--- src/rtl/hazard_ctrl.sv ---
// Hazard unit for the 5-stage MIPS pipeline: stall/flush, D/E forwarding selects, mult/div busy tracking; zero-cycle combinational outputs.
// A stall holds PC and IF/ID and bubbles ID/EX; optional stall counter enabled by HAZ_STALL_CNT_EN (tied to 0 otherwise).
module hazard_ctrl #(
    parameter int MULT_CYCLES = 5,
    parameter int DIV_CYCLES  = 10,
    parameter int CNT_W       = 32
) (
    input  logic             clk,
    input  logic             reset,
    input  logic [4:0]       rs_d,
    input  logic [4:0]       rt_d,
    input  logic [1:0]       tuse_rs_d,
    input  logic [1:0]       tuse_rt_d,
    input  logic             md_use_d,
    input  logic [4:0]       rs_e,
    input  logic [4:0]       rt_e,
    input  logic [4:0]       a3_e,
    input  logic [1:0]       tnew_e,
    input  logic             md_start_e,
    input  logic             md_div_e,
    input  logic [4:0]       a3_m,
    input  logic [1:0]       tnew_m,
    input  logic [4:0]       a3_w,
    output logic             pc_en,
    output logic             ifid_en,
    output logic             idex_flush,
    output logic [1:0]       fwd_rs_d,
    output logic [1:0]       fwd_rt_d,
    output logic [1:0]       fwd_rs_e,
    output logic [1:0]       fwd_rt_e,
    output logic             md_busy,
    output logic [CNT_W-1:0] stall_cnt
);

    localparam int MD_MAX = (MULT_CYCLES > DIV_CYCLES) ? MULT_CYCLES : DIV_CYCLES;
    localparam int MD_W   = (MD_MAX < 1) ? 1 : $clog2(MD_MAX + 1);

    logic [MD_W-1:0] md_cnt;
    logic            data_stall;
    logic            stall;

    function automatic logic src_stall(
        input logic [4:0] r,
        input logic [1:0] tuse,
        input logic [4:0] a3_e_i,
        input logic [1:0] tnew_e_i,
        input logic [4:0] a3_m_i,
        input logic [1:0] tnew_m_i
    );
        return (r != 5'd0) &&
               (((r == a3_e_i) && (tuse < tnew_e_i)) ||
                ((r == a3_m_i) && (tuse < tnew_m_i)));
    endfunction

    // An M match whose result is not yet ready falls through to W.
    function automatic logic [1:0] fwd_sel(
        input logic [4:0] r,
        input logic [4:0] a3_m_i,
        input logic [1:0] tnew_m_i,
        input logic [4:0] a3_w_i
    );
        if (r == 5'd0)
            return 2'b00;
        else if ((r == a3_m_i) && (tnew_m_i == 2'd0))
            return 2'b01;
        else if (r == a3_w_i)
            return 2'b10;
        else
            return 2'b00;
    endfunction

    always_ff @(posedge clk) begin
        if (reset)
            md_cnt <= '0;
        else if (md_start_e)
            md_cnt <= md_div_e ? MD_W'(DIV_CYCLES) : MD_W'(MULT_CYCLES);
        else if (md_cnt != '0)
            md_cnt <= md_cnt - MD_W'(1);
    end

    always_comb begin
        md_busy    = 1'b0;
        data_stall = 1'b0;
        stall      = 1'b0;
        pc_en      = 1'b1;
        ifid_en    = 1'b1;
        idex_flush = 1'b0;
        fwd_rs_d   = 2'b00;
        fwd_rt_d   = 2'b00;
        fwd_rs_e   = 2'b00;
        fwd_rt_e   = 2'b00;

        // md_cnt is being cleared in the reset cycle, so only a fresh start counts.
        md_busy    = md_start_e | (~reset & (md_cnt != '0));
        data_stall = src_stall(rs_d, tuse_rs_d, a3_e, tnew_e, a3_m, tnew_m) |
                     src_stall(rt_d, tuse_rt_d, a3_e, tnew_e, a3_m, tnew_m);
        stall      = data_stall | (md_use_d & md_busy);

        pc_en      = ~stall;
        ifid_en    = ~stall;
        idex_flush = stall;

        fwd_rs_d   = fwd_sel(rs_d, a3_m, tnew_m, a3_w);
        fwd_rt_d   = fwd_sel(rt_d, a3_m, tnew_m, a3_w);
        fwd_rs_e   = fwd_sel(rs_e, a3_m, tnew_m, a3_w);
        fwd_rt_e   = fwd_sel(rt_e, a3_m, tnew_m, a3_w);
    end

`ifdef HAZ_STALL_CNT_EN
    always_ff @(posedge clk) begin
        if (reset)
            stall_cnt <= '0;
        else if (stall && (stall_cnt != {CNT_W{1'b1}}))
            stall_cnt <= stall_cnt + CNT_W'(1);
    end
`else
    assign stall_cnt = '0;
`endif

endmodule

--- config.mk ---
export PLATFORM = sky130hd
export DESIGN_NAME = hazard_ctrl
export DESIGN_NICKNAME = d
export VERILOG_FILES = /design/src/rtl/hazard_ctrl.sv
export SDC_FILE = /design/constraint.sdc
export NUM_CORES = 1
export LEC_CHECK = 0
export ABC_AREA = 1
export CAP_MARGIN = 40
export CELL_PAD_IN_SITES_DETAIL_PLACEMENT = 1
export CELL_PAD_IN_SITES_GLOBAL_PLACEMENT = 1
export CORE_MARGIN = 5
export CORE_UTILIZATION = 25
export DETAILED_ROUTE_END_ITERATION = 10
export GPL_TIMING_DRIVEN = 0
export PLACE_DENSITY_LB_ADDON = 0.1
export SYNTH_ARGS = -nofsm -noshare
export SYNTH_HDL_FRONTEND = slang
export SYNTH_SLANG_ARGS = --single-unit
--- constraint.sdc ---
create_clock -name clk -period 4.8 [get_ports clk]
set_clock_uncertainty 0.05 [all_clocks]
set_input_delay 0.96 -clock clk [delete_from_list [all_inputs] [get_ports clk]]
set_output_delay 0.96 -clock clk [all_outputs]
set_load 0.02 [all_outputs]
==> impl_results.md <==
- Hold-fix buffers at CTS: 0
- Final Hold Fails: 0
- Cell Area, Placed: between 2000 and 2500 sq um
- Drt first-iter violations: 25
- Int Pwr: about 0.00019 W
- Layout Area Growth over Synthesis: 57.02%
- First-pass GRT wire length: between 7000 and 8000 um
- Largest net degree at the start of global routing: 8
- Largest Register: md_cnt
- Total GRT Usage: 12.74%
- Vias in the first global route: between 1,500 and 2,000
- Core Box Area: about 5500 sq um
- Largest stage delay, worst path: 570 ps
- Hold Path Depth: 2
- Clock sink count: 4
- Synth unique cells: 27
- Sequential element share of the synthesized area: 5.649%
- Synth top cells by count: nand2_1 (49), buf_4 (33), inv_1 (30), nor2_1 (27), xor2_1 (19)
- Die Width: ~85 um
- Crit-path max FO: 4
- Clk_lat worst skew: between 200 and 250 ps
- Yosys reg bits: 4
- Switching power: 0.0001274 W
- Logic pwr share: approximately 65%
- Vias post-DR: about 1,600
- Max Cap Violations: 0
- Post-synth EDFFs: 0
- R2R setup slack: roughly 3300 ps
- Min-delay src: md_cnt[2]$_SDFFE_PP0P_
- Max-slew violation count: 0
- Pwr Density: between 100 and 150 nW/um^2
- Fmax: 249.0 MHz
- Critical path launch point type: primary input
- Hold Path End: md_cnt[2]$_SDFFE_PP0P_
- Synth area leaders: buf_4 (17%), nand2_1 (13%), xor2_1 (12%)
- Sequential Area: roughly 80 sq um
- Initial core utilization: 25.74%
- Crit Reg-Reg Startpoint: md_cnt[0]$_SDFFE_PP0P_
- Antenna Violating Nets Remaining: 0
- Fin crit share: 83.66%
- Routability cong.: roughly 0.84
- Clk network pwr share: about 22%
- Root Buffer: clkbuf_8
- Syn avg cell area: 5.907 sq um
- Area of the multi-input gates: between 1000 and 1500 sq um
- Post-route DRC: 0
- Clock-pin slew on the worst setup and hold paths: roughly 30 ps
- Worst Reg-to-Reg Cells: 9
- Tot Pwr: between 0.0003 and 0.0004 W
- Primary FF master, synth: dfxtp_1
- Final-stage net count: 385
- Die height: about 85 um
- Max reg flops: 4
- Die area: 7276 sq um
- PostCTS Resize Cnt: 0
- Ports: 92
- Worst EP arrival: between 3000 and 4000 ps
- Layout cells sized above 1: between 10% and 20%
- Worst r2r dst: md_cnt[3]$_SDFFE_PP0P_
- Crit path cell chain: clkdlybuf4s50_1, inv_1, nand2_1, o21ai_0, nor2_1, nand3_1, a21oi_1, nor2_1, buf_4, clkdlybuf4s50_1
- Synth warn: 0
- Routed len/inst: approximately 12 um
- Slowest-stage cell, CP: clkdlybuf4s50_1
- FP Rows: 27
- Antenna Cells: 0
- Result of the run: completed
- Top-count cell post-synth: nand2_1
- Num CTS Buffers: 3
- Mapped Area: 1418 sq um
- Setup Fix Bufs, Post-CTS: 0
- Layout fillers: 750
- Peak supply drop: 0.08809 mV
- FFs w/ async S/R, synth: 0%
- Bufs on Longest Clock Path: 2
- HP Class: reg -> reg
- DR vias/cell: ~4.1
- Pre-antenna DRT Iters: 4
- Sequential fraction of design power: 13.0%
- Initial antenna violation count: 0
- Buffers on Ports: between 50 and 60
- Setup repair after global routing missed its margin: false
- Req. time, crit path: 3790 ps
- Cell taking the most area after synthesis: buf_4
- Buf/Inv on CP: 4
- Final instance area: about 2200 sq um
- Crit path time final: 4016 ps
- DRT Wirelength: between 4000 and 5000 um
- Leakage Power: around 1.1 nW
- CP delay by family, top: buffers and inverters
- Dpl hpwl: ~4300 um
- Overflow after GRT: 0
- CP Capture Type: output pin
- Post-synth top area share: between 15 and 20%
- Biggest registers after layout: md_cnt: 4 flops
- Final Setup Violations: 0
- Switching share of power: around two fifths
- Synth Instances: 240
- H-tree lvl count: 1
- Setup TNS: 0 ps
- Hold Slack: between 400 and 500 ps
- Crit Path Class: in -> out
- Utilization after layout: about two fifths
- CTS tree: done
-- layout by cell type (no fill, tap or decap), drive strengths merged, types with 3 or more instances in the layout --
master	n
a21oi	8
nor2	27
xor2	19
clkbuf	5
xnor2	15
conb	32
a211oi	4
clkdlybuf4s50	56
ha	5
dfxtp	4
o21ai	5
nand2	49
buf	35
nor3	10
or2	3
inv	32
nand3	10
nand4	7
-- worst max path at each step --
stage / end / depth (start not counted) / from
after floorplan: pc_en / 9 / md_start_e
after global placement: pc_en / 10 / rs_d[3]
after detailed placement: pc_en / 10 / rs_d[3]
after CTS: pc_en / 10 / rs_d[3]
after global routing: pc_en / 13 / tnew_e[1]
final: pc_en / 10 / rs_d[3]
-- worst register-to-register path: stages (launching register included) --
cell     delay, ps
dfxtp_1        350
inv_1           70
ha_1           190
inv_1           70
nor2_1          60
nand3_2         90
inv_2           50
or2_4          230
or2_1          220
inv_1           40
-- cell families (layout without fill, tap and decap cells) --
group	after synthesis	after routing	share of synthesized area, %
other	1	32	0.2645
AOI/OAI and AO/OA	19	19	8.032
buffers and inverters	69	128	27.63
DFF	4	4	5.649
adders and majority gates	5	5	4.413
and+or+nand+nor	108	108	33.01
xor gates and xnor gates	34	34	21.01
-- layout make-up --
class / instances / area share, %
multi-input combinational: 198 / 47.72
timing repair buffer: 56 / 25.18
buffer: 37 / 12.20
inverter: 32 / 5.396
tap: 72 / 4.047
sequential: 4 / 3.598
clock buffer: 3 / 1.855
-- per-layer routing --
metal / vias up / track usage (%) / part of all wire [%]
li1: 871 / - / -
met1: 705 / 16.48 / 46
met2: 55 / 21.40 / 46
met3: 2 / 2.816 / 7.8
met4: 0 / 3.022 / 0.31
met5: - / 0 / 0
-- stage by stage --
| stage | worst slack [ps] | std cells |
|---|---|---|
| floorplan | 1672 | 271 |
| global placement | 759.5 | 399 |
| detailed placement | 759.4 | 399 |
| CTS | 743.0 | 402 |
| global route | 589.7 | 402 |
| finish | 784.2 | 402 |
-- power by group through the flow --
stage          Sequential (W)  Clock (W)  Combinational, W
6_report            0.0000415  0.0000694          0.000207
5_1_grt             0.0000422  0.0000751          0.000230
4_1_cts             0.0000417  0.0000718          0.000208
3_5_place_dp        0.0000421          0          0.000207
3_3_place_gp        0.0000417          0          0.000204
2_1_floorplan       0.0000409          0          0.000127
(Power assumes the default switching activity.)
